===== config.mk =====
export PLATFORM = sky130hd
export DESIGN_NAME = seq_div_16by8
export DESIGN_NICKNAME = d
export VERILOG_FILES = /design/src/rtl/seq_div_16by8_pkg.sv /design/src/rtl/seq_div_16by8_div_step.sv /design/src/rtl/seq_div_16by8.sv
export SDC_FILE = /design/constraint.sdc
export NUM_CORES = 1
export LEC_CHECK = 0
export ABC_AREA = 1
export BUFFER_PORTS_ARGS = -buffer_cell sky130_fd_sc_hd__buf_4
export CAP_MARGIN = 15
export CORE_MARGIN = 4
export CORE_UTILIZATION = 30
export CTS_CLUSTER_SIZE = 10
export DETAILED_ROUTE_END_ITERATION = 8
export GPL_ROUTABILITY_DRIVEN = 0
export HOLD_SLACK_MARGIN = 0.1
export PLACE_DENSITY = 0.45
export SLEW_MARGIN = 0
export SYNTH_ARGS = -nofsm -noshare
export SYNTH_HDL_FRONTEND = slang
export SYNTH_SLANG_ARGS = --single-unit

===== constraint.sdc =====
create_clock -name clk -period 3.5 [get_ports clk]
set_input_delay 0.7 -clock clk [delete_from_list [all_inputs] [get_ports clk]]
set_output_delay 0.7 -clock clk [all_outputs]
set_load 0.005 [all_outputs]

===== src/rtl/seq_div_16by8_pkg.sv =====
// Shared types and constants for the iterative 16/8 restoring divider.
// The optional DIV_APPROX_EN build is selected in the top file.
package seq_div_16by8_pkg;

  typedef enum logic [1:0] {
    IDLE,
    CALC,
    DONE
  } state_e;

  localparam int DW_DEF = 16;
  localparam int SW_DEF = 8;

  // Wide enough for any practical DW; the top slices off its own width.
  localparam logic [63:0] DIV_ZERO_QUOT = '1;

endpackage


===== src/rtl/seq_div_16by8_div_step.sv =====
// One combinational restoring-division iteration: shift {R,Q} left, trial
// subtract the divisor, keep the difference only when it does not borrow.
module seq_div_16by8_div_step #(
  parameter int DW = 16,
  parameter int SW = 8
) (
  input  logic [SW:0]   rem_i,
  input  logic [DW-1:0] quo_i,
  input  logic [SW-1:0] div_i,
  output logic [SW:0]   rem_o,
  output logic [DW-1:0] quo_o
);

  logic [SW+1:0] shifted;
  logic [SW:0]   trial;
  logic          noBorrow;

  always_comb begin
    shifted  = {rem_i, quo_i[DW-1]};
    noBorrow = (shifted >= {2'b00, div_i});
    trial    = shifted[SW:0] - {1'b0, div_i};
    rem_o    = noBorrow ? trial : shifted[SW:0];
    quo_o    = {quo_i[DW-2:0], noBorrow};
  end

endmodule


===== src/rtl/seq_div_16by8.sv =====
// Iterative unsigned 16/8 restoring divider with valid/ready handshakes.
// Define DIV_APPROX_EN to stop APPROX_BITS iterations early (quotient LSBs zero).
module seq_div_16by8
  import seq_div_16by8_pkg::*;
#(
  parameter int DW          = DW_DEF,
  parameter int SW          = SW_DEF,
  parameter int APPROX_BITS = 4
) (
  input  logic          clk,
  input  logic          rst,
  input  logic          in_valid,
  output logic          in_ready,
  input  logic [DW-1:0] dividend,
  input  logic [SW-1:0] divisor,
  output logic          out_valid,
  input  logic          out_ready,
  output logic [DW-1:0] quotient,
  output logic [SW-1:0] remainder,
  output logic          div_by_zero
);

`ifdef DIV_APPROX_EN
  localparam bit APPROX_ON = 1'b1;
`else
  localparam bit APPROX_ON = 1'b0;
`endif

  localparam int SKIP  = APPROX_ON ? APPROX_BITS : 0;
  localparam int ITERS = DW - SKIP;
  localparam int CNT_W = $clog2(DW + 1);

  state_e             state_q;
  logic [DW-1:0]      quo_q;
  logic [SW-1:0]      div_q;
  logic [SW:0]        rem_q;
  logic [CNT_W-1:0]   iterCnt_q;
  logic               inReady_q;
  logic               outValid_q;
  logic [DW-1:0]      quotOut_q;
  logic [SW-1:0]      remOut_q;
  logic               dbz_q;

  logic [DW-1:0]      quo_d;
  logic [SW:0]        rem_d;

  seq_div_16by8_div_step #(
    .DW(DW),
    .SW(SW)
  ) u_step (
    .rem_i(rem_q),
    .quo_i(quo_q),
    .div_i(div_q),
    .rem_o(rem_d),
    .quo_o(quo_d)
  );

  // A zero divisor is detected in the first CALC cycle so its result
  // appears one edge after the accept, like any other first iteration.
  always_ff @(posedge clk or posedge rst) begin
    if (rst) begin
      state_q    <= IDLE;
      quo_q      <= '0;
      div_q      <= '0;
      rem_q      <= '0;
      iterCnt_q  <= '0;
      inReady_q  <= 1'b1;
      outValid_q <= 1'b0;
      quotOut_q  <= '0;
      remOut_q   <= '0;
      dbz_q      <= 1'b0;
    end else begin
      case (state_q)
        IDLE: begin
          if (in_valid) begin
            quo_q     <= dividend;
            div_q     <= divisor;
            rem_q     <= '0;
            iterCnt_q <= '0;
            inReady_q <= 1'b0;
            state_q   <= CALC;
          end
        end
        CALC: begin
          if (div_q == '0) begin
            quotOut_q  <= DIV_ZERO_QUOT[DW-1:0];
            remOut_q   <= quo_q[SW-1:0];
            dbz_q      <= 1'b1;
            outValid_q <= 1'b1;
            state_q    <= DONE;
          end else begin
            quo_q     <= quo_d;
            rem_q     <= rem_d;
            iterCnt_q <= iterCnt_q + 1'b1;
            if (iterCnt_q == CNT_W'(ITERS - 1)) begin
              quotOut_q  <= quo_d << SKIP;
              remOut_q   <= rem_d[SW-1:0];
              dbz_q      <= 1'b0;
              outValid_q <= 1'b1;
              state_q    <= DONE;
            end
          end
        end
        DONE: begin
          if (out_ready) begin
            outValid_q <= 1'b0;
            inReady_q  <= 1'b1;
            state_q    <= IDLE;
          end
        end
        default: begin
          outValid_q <= 1'b0;
          inReady_q  <= 1'b1;
          state_q    <= IDLE;
        end
      endcase
    end
  end

  assign in_ready    = inReady_q;
  assign out_valid   = outValid_q;
  assign quotient    = quotOut_q;
  assign remainder   = remOut_q;
  assign div_by_zero = dbz_q;

endmodule


==> impl_metrics.ini <==
[sta]
tightest_slew_ps = 502
setup_viol = 0
setup_ws_ps = 1240
relSlewSlack = 0.665
fin_setup_tns_ps = 0
hold_viol = 0
rsz0062_at_grt = false
max_freq_mhz = 442
slew_viol_final = 0
min_period_over_period = 0.646
skew_ps = 7.83
layout_min_cycle_time_ps = 2260

[critical_path]
crit_buf_inv = 2
cpLargestDelayFamily = simple AND/OR/NAND/NOR gates
crit_type = flop to flop
start_kind = flop
cp_cell_sequence = inv_1 > ha_1 > inv_1 > fa_1 > nand3_2 > nand3_2 > nand2_4 > nand3_2 > nand2_1 > nand2_1 > o21ai_0 > nand2_1
arrival_ps = 2470
slowest_delay_ps = 430
required_ps = 3710
critPathMaxFanout = 11
end_kind = flop
cp_slowest_cell = fa_1

[power]
peakVddDrop_uv = 375
p_leak_nw = 2.24
switching_share = 0.438
p_comb_frac = 0.514
power.density_nw_per_um2 = 1130
seqPwrFrac = 0.284
p_total_mw = 4.89
intPower_mw = 2.75
switching_power_mw = 2.14
clkPwrFrac = 0.201

[synth]
synth_most_common_cell = nand2_1
syn_area_per_cell_sq_um = 8.43
ys_warn_count = 0
yosysUniqueCellTypes = 30
synth_seq_cells = 67
synth_cells = 417
netlist_area_sq_um = 3510
synthArstFlopShare = 1.00
yosys-top-cells-count = nand2_1, dfrtp_1, inv_1
netlist_top_cells_area = dfrtp_1, nand2_1, inv_1
synth_enable_flop_cells = 0
syn-num-nets = 456
synth_top_area_cell = dfrtp_1
synth_top_area_share = 0.470
ys_seq_area_frac = 0.478
yosys_most_used_dff = dfrtp_1

[run_status]
status = complete, no violations

[min_path]
hold_class = input port to async pin

[floorplanning]
fp-row-count = 39
die_h_um = 116
initial_core_util = 0.308
die_width_um = 116
num_io_pins = 55
coreArea_sq_um = 11400
die_area_sq_um = 13500

[cts]
clk_latency_ps = 330
cts_buffers = 9
cts_buffer_depth = 2
cts-root-buf = clkbuf_16
ctsHoldBuffers = 0
clkTransAtPathRegs_ps = 60
clock_sinks = 67
cts_tree = done
postCtsSetupRepairBufs = 0
htreeDepth = 3
cts_resized = 0

[layout]
multi_input_area_sq_um = 1530
finalNonFillerCells = 619
areaGrowthSynthToFinish_pct = 23.5
nets = 510
seq_area_sq_um = 1680
diodes = 0
fillCellCount = 1217
finalCoreUtilization = 0.380
drive_gt1_frac = 0.214

[route]
routed_wl_mm = 9.29
avgViaCountPerCell = 4.63
drtIter0Drc = 139
drc_errors = 0
wire_per_inst_um = 15.0
dr.pass1.iters = 6
postRouteAntennaNets = 0
vias = 2863

[job]
cap_violations = 0

[global_routing]
grt_first_pass_wirelength_mm = 15.7
antenna_found_initial = 0
grt-ovfl-total = 0
grt_max_degree = 29
grt_pass1_vias = 3026
grt_usage = 0.149

[placed_design]
pre_cts_slack_ps = 1240
dpl.hpwl_mm = 6.82
numPortBuffers = 54
placed_cells = 603
-- final cells by class --
type / count / area share
flip-flops and latches: 67 / 0.387
multi-input cells: 284 / 0.352
repair buffers: 57 / 0.0986
clock buffers: 10 / 0.0551
inverters: 52 / 0.0456
well taps: 143 / 0.0412
clock inverters: 6 / 0.0205
-- power by group through the flow --
stage / Sequential, mW / Combinational [mW] / Clock, mW
final: 1.39 / 2.51 / 0.985
after global routing: 1.44 / 2.91 / 1.04
after CTS: 1.39 / 2.56 / 1.01
after detailed placement: 1.40 / 2.55 / 0
after global placement: 1.40 / 2.54 / 0
after floorplan: 1.35 / 1.90 / 0
-- per-stage QoR --
step           instance area, sq um  hold WS, ps
2_1_floorplan                  3510          450
3_3_place_gp                   4010          459
3_5_place_dp                   4010          469
4_1_cts                        4340          416
5_1_grt                        4340          446
6_report                       4340          392
-- placed cells by master, fill, tap and decap left out --
cell / Yosys / layout
o21ai_1: 12 / 12
clkinvlp_4: 0 / 2
nand2_2: 3 / 3
inv_1: 47 / 46
buf_4: 3 / 57
inv_2: 4 / 5
clkinv_2: 0 / 1
clkbuf_16: 0 / 9
clkbuf_8: 0 / 1
nor2_4: 4 / 4
nand4_1: 10 / 10
o21ai_2: 2 / 2
nand2_4: 2 / 2
o31ai_1: 3 / 3
inv_4: 1 / 1
ha_1: 10 / 10
clkinv_4: 0 / 1
nand3_2: 6 / 6
a21oi_2: 2 / 2
a21oi_1: 19 / 19
nand3_4: 1 / 1
nand3_1: 12 / 12
fa_1: 1 / 1
xor2_1: 5 / 5
bufinv_16: 0 / 2
nor2_8: 2 / 2
nor2_1: 26 / 26
nand2_1: 124 / 124
dfrtp_1: 66 / 66
o21ai_0: 26 / 26
a22oi_1: 12 / 12
o22a_1: 1 / 1
a22o_1: 1 / 1
dfstp_2: 1 / 1
-- cells by family after synthesis --
group / count (synthesis) / synth area share
AND/OR/NAND/NOR: 190 / 0.253
AO/OA/AOI/OAI: 78 / 0.128
buffers and inverters: 66 / 0.0872
flip-flops: 67 / 0.478
adder cells (fa/ha/maj): 11 / 0.0413
XOR/XNOR: 5 / 0.0125
-- flip-flops by register name (all words and copies together) (netlist names) --
register,flops
remainder,8
div_q,8
div_by_zero,1
quotient,16
rem_q,9
quo_q,16
in_ready,1
iterCnt_q,5
out_valid,1
state_q,2
-- worst register-to-register path: stages, from the launching register on --
cell     delay [ps]
dfrtp_1         380
inv_1            80
ha_1            140
inv_1            70
fa_1            430
nand3_2         100
nand3_2         110
nand2_4         140
nand3_2         260
nand2_1         160
nand2_1          70
o21ai_0         140
nand2_1          60
-- layer usage --
layer / wire (um) / global-route usage / vias up
li1: - / - / 1455
met1: 4290 / 0.201 / 1330
met2: 4410 / 0.238 / 64
met3: 444 / 0.0326 / 14
met4: 140 / 0.0480 / 0
met5: 0 / 0 / -
-- path summary, 6_finish.rpt --
path | start | endpoint | slack (ps) | cells after the start
max | quo_q[15] | remainder[4] | 1240 | 12
min | rst | quotient[12] | 390 | 2
max reg2reg | quo_q[15] | remainder[4] | 1240 | 12
min reg2reg | out_valid | out_valid | 480 | 2
max in group asynchronous | rst | remainder[2] | 2350 | 3
min in group clk | out_valid | out_valid | 480 | 2
Note: power is estimated with default switching activity, not from simulation.
